$ cat config.mk
export PLATFORM = sky130hd
export DESIGN_NAME = npu_sdram_burst_master_flat
export DESIGN_NICKNAME = d
export VERILOG_FILES = /design/src/rtl/npu_sdram_burst_master_if.sv /design/src/rtl/npu_sdram_burst_master.sv /design/src/flat_wrapper.sv
export SDC_FILE = /design/constraint.sdc
export NUM_CORES = 2
export LEC_CHECK = 0
export BUFFER_PORTS_ARGS = -buffer_cell sky130_fd_sc_hd__buf_2
export CAP_MARGIN = 10
export CORE_ASPECT_RATIO = 0.6
export CORE_MARGIN = 5
export CORE_UTILIZATION = 45
export CTS_BUF_LIST = sky130_fd_sc_hd__clkbuf_8 sky130_fd_sc_hd__clkbuf_16
export CTS_CLUSTER_DIAMETER = 120
export CTS_CLUSTER_SIZE = 10
export DETAILED_ROUTE_END_ITERATION = 8
export PLACE_DENSITY = 0.7
export SYNTH_ARGS = -nofsm -noshare
export SYNTH_HDL_FRONTEND = slang
export SYNTH_SLANG_ARGS = --single-unit
$ cat constraint.sdc
create_clock -name sys_clk -period 14.44 [get_ports sys_clk]
set_input_delay 0 -clock sys_clk [delete_from_list [all_inputs] [get_ports sys_clk]]
set_output_delay 0 -clock sys_clk [all_outputs]
set_load 0.01 [all_outputs]
$ cat src/rtl/npu_sdram_burst_master_if.sv
// Avalon-MM bus bundle between the NPU burst master and the f2h_sdram0 port.
interface npu_sdram_burst_master_if #(
  parameter int ADDR_W  = 28,
  parameter int DATA_W  = 128,
  parameter int BE_W    = 16,
  parameter int BURST_W = 8
);
  logic [ADDR_W-1:0]  avm_address;
  logic [BURST_W-1:0] avm_burstcount;
  logic               avm_read;
  logic               avm_write;
  logic [DATA_W-1:0]  avm_writedata;
  logic [BE_W-1:0]    avm_byteenable;
  logic               avm_waitrequest;
  logic [DATA_W-1:0]  avm_readdata;
  logic               avm_readdatavalid;

  modport master (
    output avm_address, avm_burstcount, avm_read, avm_write, avm_writedata, avm_byteenable,
    input  avm_waitrequest, avm_readdata, avm_readdatavalid
  );

  modport slave (
    input  avm_address, avm_burstcount, avm_read, avm_write, avm_writedata, avm_byteenable,
    output avm_waitrequest, avm_readdata, avm_readdatavalid
  );
endinterface

$ cat src/rtl/npu_sdram_burst_master.sv
// Avalon-MM burst initiator for f2h_sdram0: splits block commands into bursts, buffers read data.
// Optional SDRAM_PERF_CNT_EN adds stall/beat performance counters.
//
// state   | meaning
// IDLE    | waiting for a command, cmd_ready high
// RD_REQ  | issuing read bursts as FIFO credit allows
// WR_BEAT | pulling write stream beats onto the bus
// DRAIN   | all reads issued, waiting for data to leave the FIFO
// FIN     | done pulse, back to IDLE next cycle
module npu_sdram_burst_master #(
  parameter int ADDR_W     = 28,
  parameter int DATA_W     = 128,
  parameter int BE_W       = 16,
  parameter int BURST_W    = 8,
  parameter int MAX_BURST  = 16,
  parameter int FIFO_DEPTH = 32,
  parameter int LEN_W      = 16
) (
  input  logic                    sys_clk,
  input  logic                    sys_rst_n,
  input  logic                    cmd_valid,
  output logic                    cmd_ready,
  input  logic                    cmd_write,
  input  logic [ADDR_W-1:0]       cmd_addr,
  input  logic [LEN_W-1:0]        cmd_len,
  output logic                    busy,
  output logic                    done,
  output logic [DATA_W-1:0]       rd_data,
  output logic                    rd_valid,
  input  logic                    rd_ready,
  input  logic [DATA_W-1:0]       wr_data,
  input  logic                    wr_valid,
  output logic                    wr_ready,
  npu_sdram_burst_master_if.master bus
`ifdef SDRAM_PERF_CNT_EN
  ,
  output logic [31:0]             perf_stall_cnt,
  output logic [31:0]             perf_beat_cnt
`endif
);
  localparam int PTR_W = $clog2(FIFO_DEPTH);
  localparam int CNT_W = PTR_W + 1;
  localparam logic [LEN_W-1:0] MAX_LEN = LEN_W'(MAX_BURST);

  typedef enum logic [2:0] {IDLE, RD_REQ, WR_BEAT, DRAIN, FIN} state_t;
  state_t state;

  logic [ADDR_W-1:0] addr;
  logic [LEN_W-1:0]  remaining, burst_left;
  logic [LEN_W-1:0]  blen, rem_after, nblen;
  logic [CNT_W-1:0]  outstanding, fifo_count, out_next, cnt_next;
  logic [PTR_W-1:0]  wptr, rptr;
  logic [DATA_W-1:0] fifo_mem [FIFO_DEPTH];
  logic [31:0]       used;
  logic              push, pop, rd_issue, credit_now, credit_next;
  logic              wr_more, wr_take, wr_done_beat, cmd_acc;

  assign blen      = (remaining > MAX_LEN) ? MAX_LEN : remaining;
  assign rem_after = remaining - blen;
  assign nblen     = (rem_after > MAX_LEN) ? MAX_LEN : rem_after;

  // Beats with nothing outstanding are stale returns from before a reset.
  assign push     = bus.avm_readdatavalid && (outstanding != '0);
  assign rd_valid = (fifo_count != '0);
  assign pop      = rd_valid && rd_ready;
  assign rd_data  = fifo_mem[rptr];
  assign rd_issue = (state == RD_REQ) && bus.avm_read && !bus.avm_waitrequest;

  // Credit counts both buffered and in-flight beats; ignoring a same-cycle pop keeps it conservative.
  assign used        = 32'(fifo_count) + 32'(outstanding);
  assign credit_now  = (used + 32'(blen)) <= 32'(FIFO_DEPTH);
  assign credit_next = (used + 32'(blen) + 32'(nblen)) <= 32'(FIFO_DEPTH);

  assign wr_more      = (remaining != '0) || (burst_left != '0);
  assign wr_ready     = (state == WR_BEAT) && wr_more && (!bus.avm_write || !bus.avm_waitrequest);
  assign wr_take      = wr_valid && wr_ready;
  assign wr_done_beat = bus.avm_write && !bus.avm_waitrequest;
  assign cmd_acc      = cmd_valid && cmd_ready;

  assign bus.avm_byteenable = '1;

  always_comb begin
    out_next = outstanding;
    if (rd_issue) out_next = out_next + CNT_W'(blen);
    if (push)     out_next = out_next - CNT_W'(1);
    cnt_next = fifo_count;
    if (push) cnt_next = cnt_next + CNT_W'(1);
    if (pop)  cnt_next = cnt_next - CNT_W'(1);
  end

  always_ff @(posedge sys_clk) begin
    if (push) fifo_mem[wptr] <= bus.avm_readdata;
  end

  always_ff @(posedge sys_clk) begin
    if (!sys_rst_n) begin
      state              <= IDLE;
      cmd_ready          <= 1'b1;
      busy               <= 1'b0;
      done               <= 1'b0;
      addr               <= '0;
      remaining          <= '0;
      burst_left         <= '0;
      outstanding        <= '0;
      fifo_count         <= '0;
      wptr               <= '0;
      rptr               <= '0;
      bus.avm_read       <= 1'b0;
      bus.avm_write      <= 1'b0;
      bus.avm_address    <= '0;
      bus.avm_burstcount <= '0;
      bus.avm_writedata  <= '0;
    end else begin
      outstanding <= out_next;
      fifo_count  <= cnt_next;
      if (push) wptr <= wptr + PTR_W'(1);
      if (pop)  rptr <= rptr + PTR_W'(1);

      case (state)
        IDLE: begin
          done <= 1'b0;
          if (cmd_acc) begin
            addr       <= cmd_addr;
            remaining  <= cmd_len;
            burst_left <= '0;
            cmd_ready  <= 1'b0;
            if (cmd_len == '0) begin
              state <= FIN;
              done  <= 1'b1;
            end else begin
              busy  <= 1'b1;
              state <= cmd_write ? WR_BEAT : RD_REQ;
            end
          end
        end
        RD_REQ: begin
          if (!bus.avm_read) begin
            if (credit_now) begin
              bus.avm_read       <= 1'b1;
              bus.avm_address    <= addr;
              bus.avm_burstcount <= BURST_W'(blen);
            end
          end else if (!bus.avm_waitrequest) begin
            addr      <= addr + ADDR_W'(blen);
            remaining <= rem_after;
            if (rem_after == '0) begin
              bus.avm_read <= 1'b0;
              state        <= DRAIN;
            end else if (credit_next) begin
              bus.avm_address    <= addr + ADDR_W'(blen);
              bus.avm_burstcount <= BURST_W'(nblen);
            end else begin
              bus.avm_read <= 1'b0;
            end
          end
        end
        WR_BEAT: begin
          if (wr_take) begin
            bus.avm_write     <= 1'b1;
            bus.avm_writedata <= wr_data;
            if (burst_left == '0) begin
              bus.avm_address    <= addr;
              bus.avm_burstcount <= BURST_W'(blen);
              burst_left         <= blen - LEN_W'(1);
              addr               <= addr + ADDR_W'(blen);
              remaining          <= rem_after;
            end else begin
              burst_left <= burst_left - LEN_W'(1);
            end
          end else if (wr_done_beat) begin
            bus.avm_write <= 1'b0;
            if (!wr_more) begin
              state <= FIN;
              done  <= 1'b1;
              busy  <= 1'b0;
            end
          end
        end
        DRAIN: begin
          // Finish in the same cycle the last beat leaves so done lands one cycle later.
          if (out_next == '0 && cnt_next == '0) begin
            state <= FIN;
            done  <= 1'b1;
            busy  <= 1'b0;
          end
        end
        FIN: begin
          done      <= 1'b0;
          busy      <= 1'b0;
          cmd_ready <= 1'b1;
          state     <= IDLE;
        end
        default: state <= IDLE;
      endcase
    end
  end

`ifdef SDRAM_PERF_CNT_EN
  always_ff @(posedge sys_clk) begin
    if (!sys_rst_n || cmd_acc) begin
      perf_stall_cnt <= '0;
      perf_beat_cnt  <= '0;
    end else begin
      if ((bus.avm_read || bus.avm_write) && bus.avm_waitrequest && perf_stall_cnt != '1)
        perf_stall_cnt <= perf_stall_cnt + 32'd1;
      if ((push || wr_done_beat) && perf_beat_cnt != '1)
        perf_beat_cnt <= perf_beat_cnt + 32'd1;
    end
  end
`endif
endmodule
$ cat src/flat_wrapper.sv
// flat-port wrapper written by rule: the top's interface ports become plain ports
module npu_sdram_burst_master_flat 
#(
  parameter int ADDR_W     = 28,
  parameter int DATA_W     = 128,
  parameter int BE_W       = 16,
  parameter int BURST_W    = 8,
  parameter int MAX_BURST  = 16,
  parameter int FIFO_DEPTH = 32,
  parameter int LEN_W      = 16
)
  (sys_clk, sys_rst_n, cmd_valid, cmd_ready, cmd_write, cmd_addr, cmd_len, busy, done, rd_data, rd_valid, rd_ready, wr_data, wr_valid, wr_ready, bus_avm_address, bus_avm_burstcount, bus_avm_read, bus_avm_write, bus_avm_writedata, bus_avm_byteenable, bus_avm_waitrequest, bus_avm_readdata, bus_avm_readdatavalid);
  npu_sdram_burst_master_if #(.ADDR_W(ADDR_W), .DATA_W(DATA_W), .BE_W(BE_W), .BURST_W(BURST_W)) bus_i ();
  input  logic sys_clk;
  input  logic sys_rst_n;
  input  logic cmd_valid;
  output logic cmd_ready;
  input  logic cmd_write;
  input  logic [ADDR_W-1:0] cmd_addr;
  input  logic [LEN_W-1:0] cmd_len;
  output logic busy;
  output logic done;
  output logic [DATA_W-1:0] rd_data;
  output logic rd_valid;
  input  logic rd_ready;
  input  logic [DATA_W-1:0] wr_data;
  input  logic wr_valid;
  output logic wr_ready;
  output wire logic [$bits(bus_i.avm_address)-1:0] bus_avm_address;
  output wire logic [$bits(bus_i.avm_burstcount)-1:0] bus_avm_burstcount;
  output wire logic [$bits(bus_i.avm_read)-1:0] bus_avm_read;
  output wire logic [$bits(bus_i.avm_write)-1:0] bus_avm_write;
  output wire logic [$bits(bus_i.avm_writedata)-1:0] bus_avm_writedata;
  output wire logic [$bits(bus_i.avm_byteenable)-1:0] bus_avm_byteenable;
  input wire logic [$bits(bus_i.avm_waitrequest)-1:0] bus_avm_waitrequest;
  input wire logic [$bits(bus_i.avm_readdata)-1:0] bus_avm_readdata;
  input wire logic [$bits(bus_i.avm_readdatavalid)-1:0] bus_avm_readdatavalid;
  assign bus_avm_address = bus_i.avm_address;
  assign bus_avm_burstcount = bus_i.avm_burstcount;
  assign bus_avm_read = bus_i.avm_read;
  assign bus_avm_write = bus_i.avm_write;
  assign bus_avm_writedata = bus_i.avm_writedata;
  assign bus_avm_byteenable = bus_i.avm_byteenable;
  assign bus_i.avm_waitrequest = bus_avm_waitrequest;
  assign bus_i.avm_readdata = bus_avm_readdata;
  assign bus_i.avm_readdatavalid = bus_avm_readdatavalid;
  npu_sdram_burst_master #(.ADDR_W(ADDR_W), .DATA_W(DATA_W), .BE_W(BE_W), .BURST_W(BURST_W), .MAX_BURST(MAX_BURST), .FIFO_DEPTH(FIFO_DEPTH), .LEN_W(LEN_W)) u_core (.sys_clk(sys_clk), .sys_rst_n(sys_rst_n), .cmd_valid(cmd_valid), .cmd_ready(cmd_ready), .cmd_write(cmd_write), .cmd_addr(cmd_addr), .cmd_len(cmd_len), .busy(busy), .done(done), .rd_data(rd_data), .rd_valid(rd_valid), .rd_ready(rd_ready), .wr_data(wr_data), .wr_valid(wr_valid), .wr_ready(wr_ready), .bus(bus_i));
endmodule
==> out/metrics.cfg <==
[floorplanning]
placementRows=174
start_util=0.451
die-area_sq_um=388000
die_h_um=484
ios=623
dieWidth_um=801
core_region_area_sq_um=374000

[timing]
final.setup.tns_ps=0
fin_worst_skew_ps=102
drv_slew=0
maxSlewHeadroom=0.158
rsz0062_at_grt=no
fmax_mhz=136
post-route-min-period_ps=7350
fin_crit_sh=0.509
setup_viol=0
worst_pin_slew_ps=1260
hold_viol_final=0

[global_route]
grt_pass1_wl_um=646000
grt_max_degree=159
antenna_found_initial=64
grt_pass1_vias=88034
grt.total_usage=0.229
grt_overflow_total=0

[route]
routed_wl_um=452000
wire_per_inst_um=31.7
drc_errors=0
viasPerCell=6.17
initialDrtViolationCount=12152
drtAntennaViolNets=0
routed-via-count=87951
firstDrtPassIters=6

[clock_tree]
numCtsBuffers=478
cts.clk_slew.worst_paths_ps=70
cts_tree=yes
cts_root_buffer=clkbuf_16
clkSinkCount=4355
ctsLongestPathBuffers=4
clk_latency_ps=1000
cts_resized=0
htreeDepth=5

[synth]
synth-seq-cells=4355
synth_ff_type=edfxtp_1
synth_edf_count=4096
synth_cells=7697
synth_area_sq_um=169000
avgSynthCellArea_sq_um=21.9
seq_area_frac_synth=0.760
synth.distinct_cells=85
async_flop_share=0
yosysWarnings=0

[layout]
syn_to_final_growth_pct=16.8
nNetsFinal=9513
drive_above_1_share=0.298
n_fill_cell=28435
multiInputGateArea_sq_um=39100
area.sequential_sq_um=128000
design_area_sq_um=197000

[run_status]
status=finished clean

[power_and_ir_drop]
ir_drop_mv=0.166
powerDensity_nw_per_um2=165
cellLeakagePower_nw=62.0

[place]
post-dp-hpwl_um=234000
placed_cell_area_sq_um=178000
gp_congestion=0.917
io_buffer_count=606

[critical_path]
required_ps=15240
startpoint_type=flip-flop
cp_max_fo=36
critPathCaptureType=flip-flop
critPathKind=flip-flop to flip-flop
cp.arrival_ps=8150

[flow_run]
cap_violations=0

[min_path]
hold_class=input pin to flip-flop

==> flip-flops by register name, summed over array words and instances (netlist names), named ones only <==
name	count
u_core.bus.avm_read	1
u_core.busy	1
u_core.wptr	5
u_core.rptr	5
u_core.state	3
u_core.burst_left	16
u_core.bus.avm_burstcount	8
u_core.bus.avm_address	28
u_core.cmd_ready	1
u_core.done	1
u_core.addr	28
u_core.bus.avm_write	1
u_core.fifo_mem	4096
u_core.fifo_count	6
u_core.bus.avm_writedata	128
u_core.remaining	16
u_core.outstanding	6
==> power breakdown <==
part,internal (mW),total [mW],switching [mW],leakage [nW]
Sequential,14.2,14.5,0.261,39.0
Combinational,3.58,7.48,3.90,16.6
Clock,5.87,10.5,4.63,6.44
==> worst max-delay path, cell delays in order, from the launching register on <==
cell and delay (ps):
dfxtp_1 360, nor3_1 670, and3_1 460, inv_4 150
nand2_1 100, ha_1 390, nor4b_1 460, nand4_1 160
a311oi_1 310, nand4b_1 240, a21oi_1 330, nand2b_1 140
nor2_1 130, ha_1 200, inv_1 70, fa_1 460
nor2b_1 170, o31ai_1 120, a21boi_0 270, o21a_1 140
o21ai_0 80, a2111oi_0 370, nand4_1 330, a21o_2 640
a221oi_1 430
==> Yosys cell counts, types with 23 or more instances <==
| cell type | count | area (sq um) |
|---|---|---|
| nand3_1 | 28 | 140 |
| nor3_1 | 35 | 175 |
| mux4_2 | 1280 | 28800 |
| o21ai_0 | 66 | 330 |
| ha_1 | 61 | 763 |
| edfxtp_1 | 4096 | 123000 |
| nand4_1 | 23 | 144 |
| clkbuf_1 | 348 | 1310 |
| a211oi_1 | 26 | 195 |
| inv_1 | 49 | 184 |
| dfxtp_1 | 259 | 5180 |
| a21oi_1 | 227 | 1140 |
| buf_1 | 62 | 233 |
| xnor2_1 | 39 | 342 |
| mux2_2 | 137 | 1540 |
| nand2_1 | 447 | 1680 |
| mux2i_1 | 36 | 360 |
| nor2_1 | 145 | 544 |
==> layout make-up <==
class | instances | area share
clock inverters | 80 | 0.00390
diodes | 31 | 0.000394
flip-flops and latches | 4355 | 0.651
repair buffers | 1348 | 0.0528
inverters | 50 | 0.000991
multi-input cells | 2906 | 0.198
clock buffers | 480 | 0.0610
well taps | 5016 | 0.0319
==> worst paths after layout <==
| check | from | endpoint | slack [ps] | cells after the start |
|---|---|---|---|---|
| max | u_core.remaining[13] | u_core.bus.avm_address[15] | 7090 | 24 |
| min | cmd_addr[1] | u_core.addr[1] | 70 | 4 |
| max reg2reg | u_core.remaining[13] | u_core.bus.avm_address[15] | 7090 | 24 |
| min reg2reg | u_core.bus.avm_writedata[54] | u_core.bus.avm_writedata[54] | 450 | 2 |
==> layer usage <==
metal | global-route usage | share of wire | vias up
li1 | - | - | 34901
met1 | 0.346 | 0.41 | 47054
met2 | 0.339 | 0.45 | 5212
met3 | 0.0504 | 0.11 | 766
met4 | 0.0616 | 0.028 | 18
met5 | 0 | 0.00025 | -
==> what timing repair did <==
action,4_1_cts,5_1_grt
buffers inserted,0,0
hold buffers,588,0
hold endpoints to repair,4345,0
==> through the flow <==
step | setup slack (ps) | hold WS (ps) | total power, mW | util | std cells
floorplan | 7000 | 98.9 | 19.8 | - | 7744
global placement | 6930 | 243 | 22.0 | 0.477 | 13086
detailed placement | 7270 | 247 | 22.0 | 0.477 | 13087
CTS | 7160 | 1.08 | 32.7 | 0.527 | 14235
global route | 6440 | 42.7 | 33.8 | 0.527 | 14249
finish | 7090 | 71.5 | 32.4 | 0.527 | 14266
==> cells by family after synthesis <==
| logic type | Yosys count | share of synthesized area |
|---|---|---|
| adder cells (fa/ha/maj) | 66 | 0.00512 |
| AO/OA/AOI/OAI | 489 | 0.0181 |
| AND/OR/NAND/NOR | 790 | 0.0206 |
| other | 2 | 0.0000445 |
| buffers and inverters | 483 | 0.0113 |
| multiplexers | 1453 | 0.182 |
| flip-flops | 4355 | 0.760 |
| XOR/XNOR | 59 | 0.00306 |
==> layout by cell type, fill, tap and decap left out, drive strengths merged, types with 8 or more instances in the layout <==
master,synthesis,final
edfxtp,4096,4096
mux4,1280,1280
buf,85,760
dlygate4sd3,0,588
clkbuf,348,480
nand2,448,448
dfxtp,259,259
a21oi,229,229
nor2,146,146
mux2,137,137
inv,50,113
o21ai,68,68
ha,61,61
conb,2,49
xnor2,39,39
mux2i,36,36
nor3,35,35
diode,0,31
nand3,28,28
a211oi,27,27
nand4,23,23
nor4,21,21
xor2,20,20
o21a,19,19
a311oi,16,16
clkinv,0,16
and3,14,14
a21o,14,14
or3,12,12
nand2b,12,12
and2,12,12
a31oi,11,11
o211ai,10,10
o21bai,9,9
a22oi,9,9
nor2b,8,8
o31ai,8,8
o22ai,8,8
Note: power is estimated with default switching activity, not from simulation.
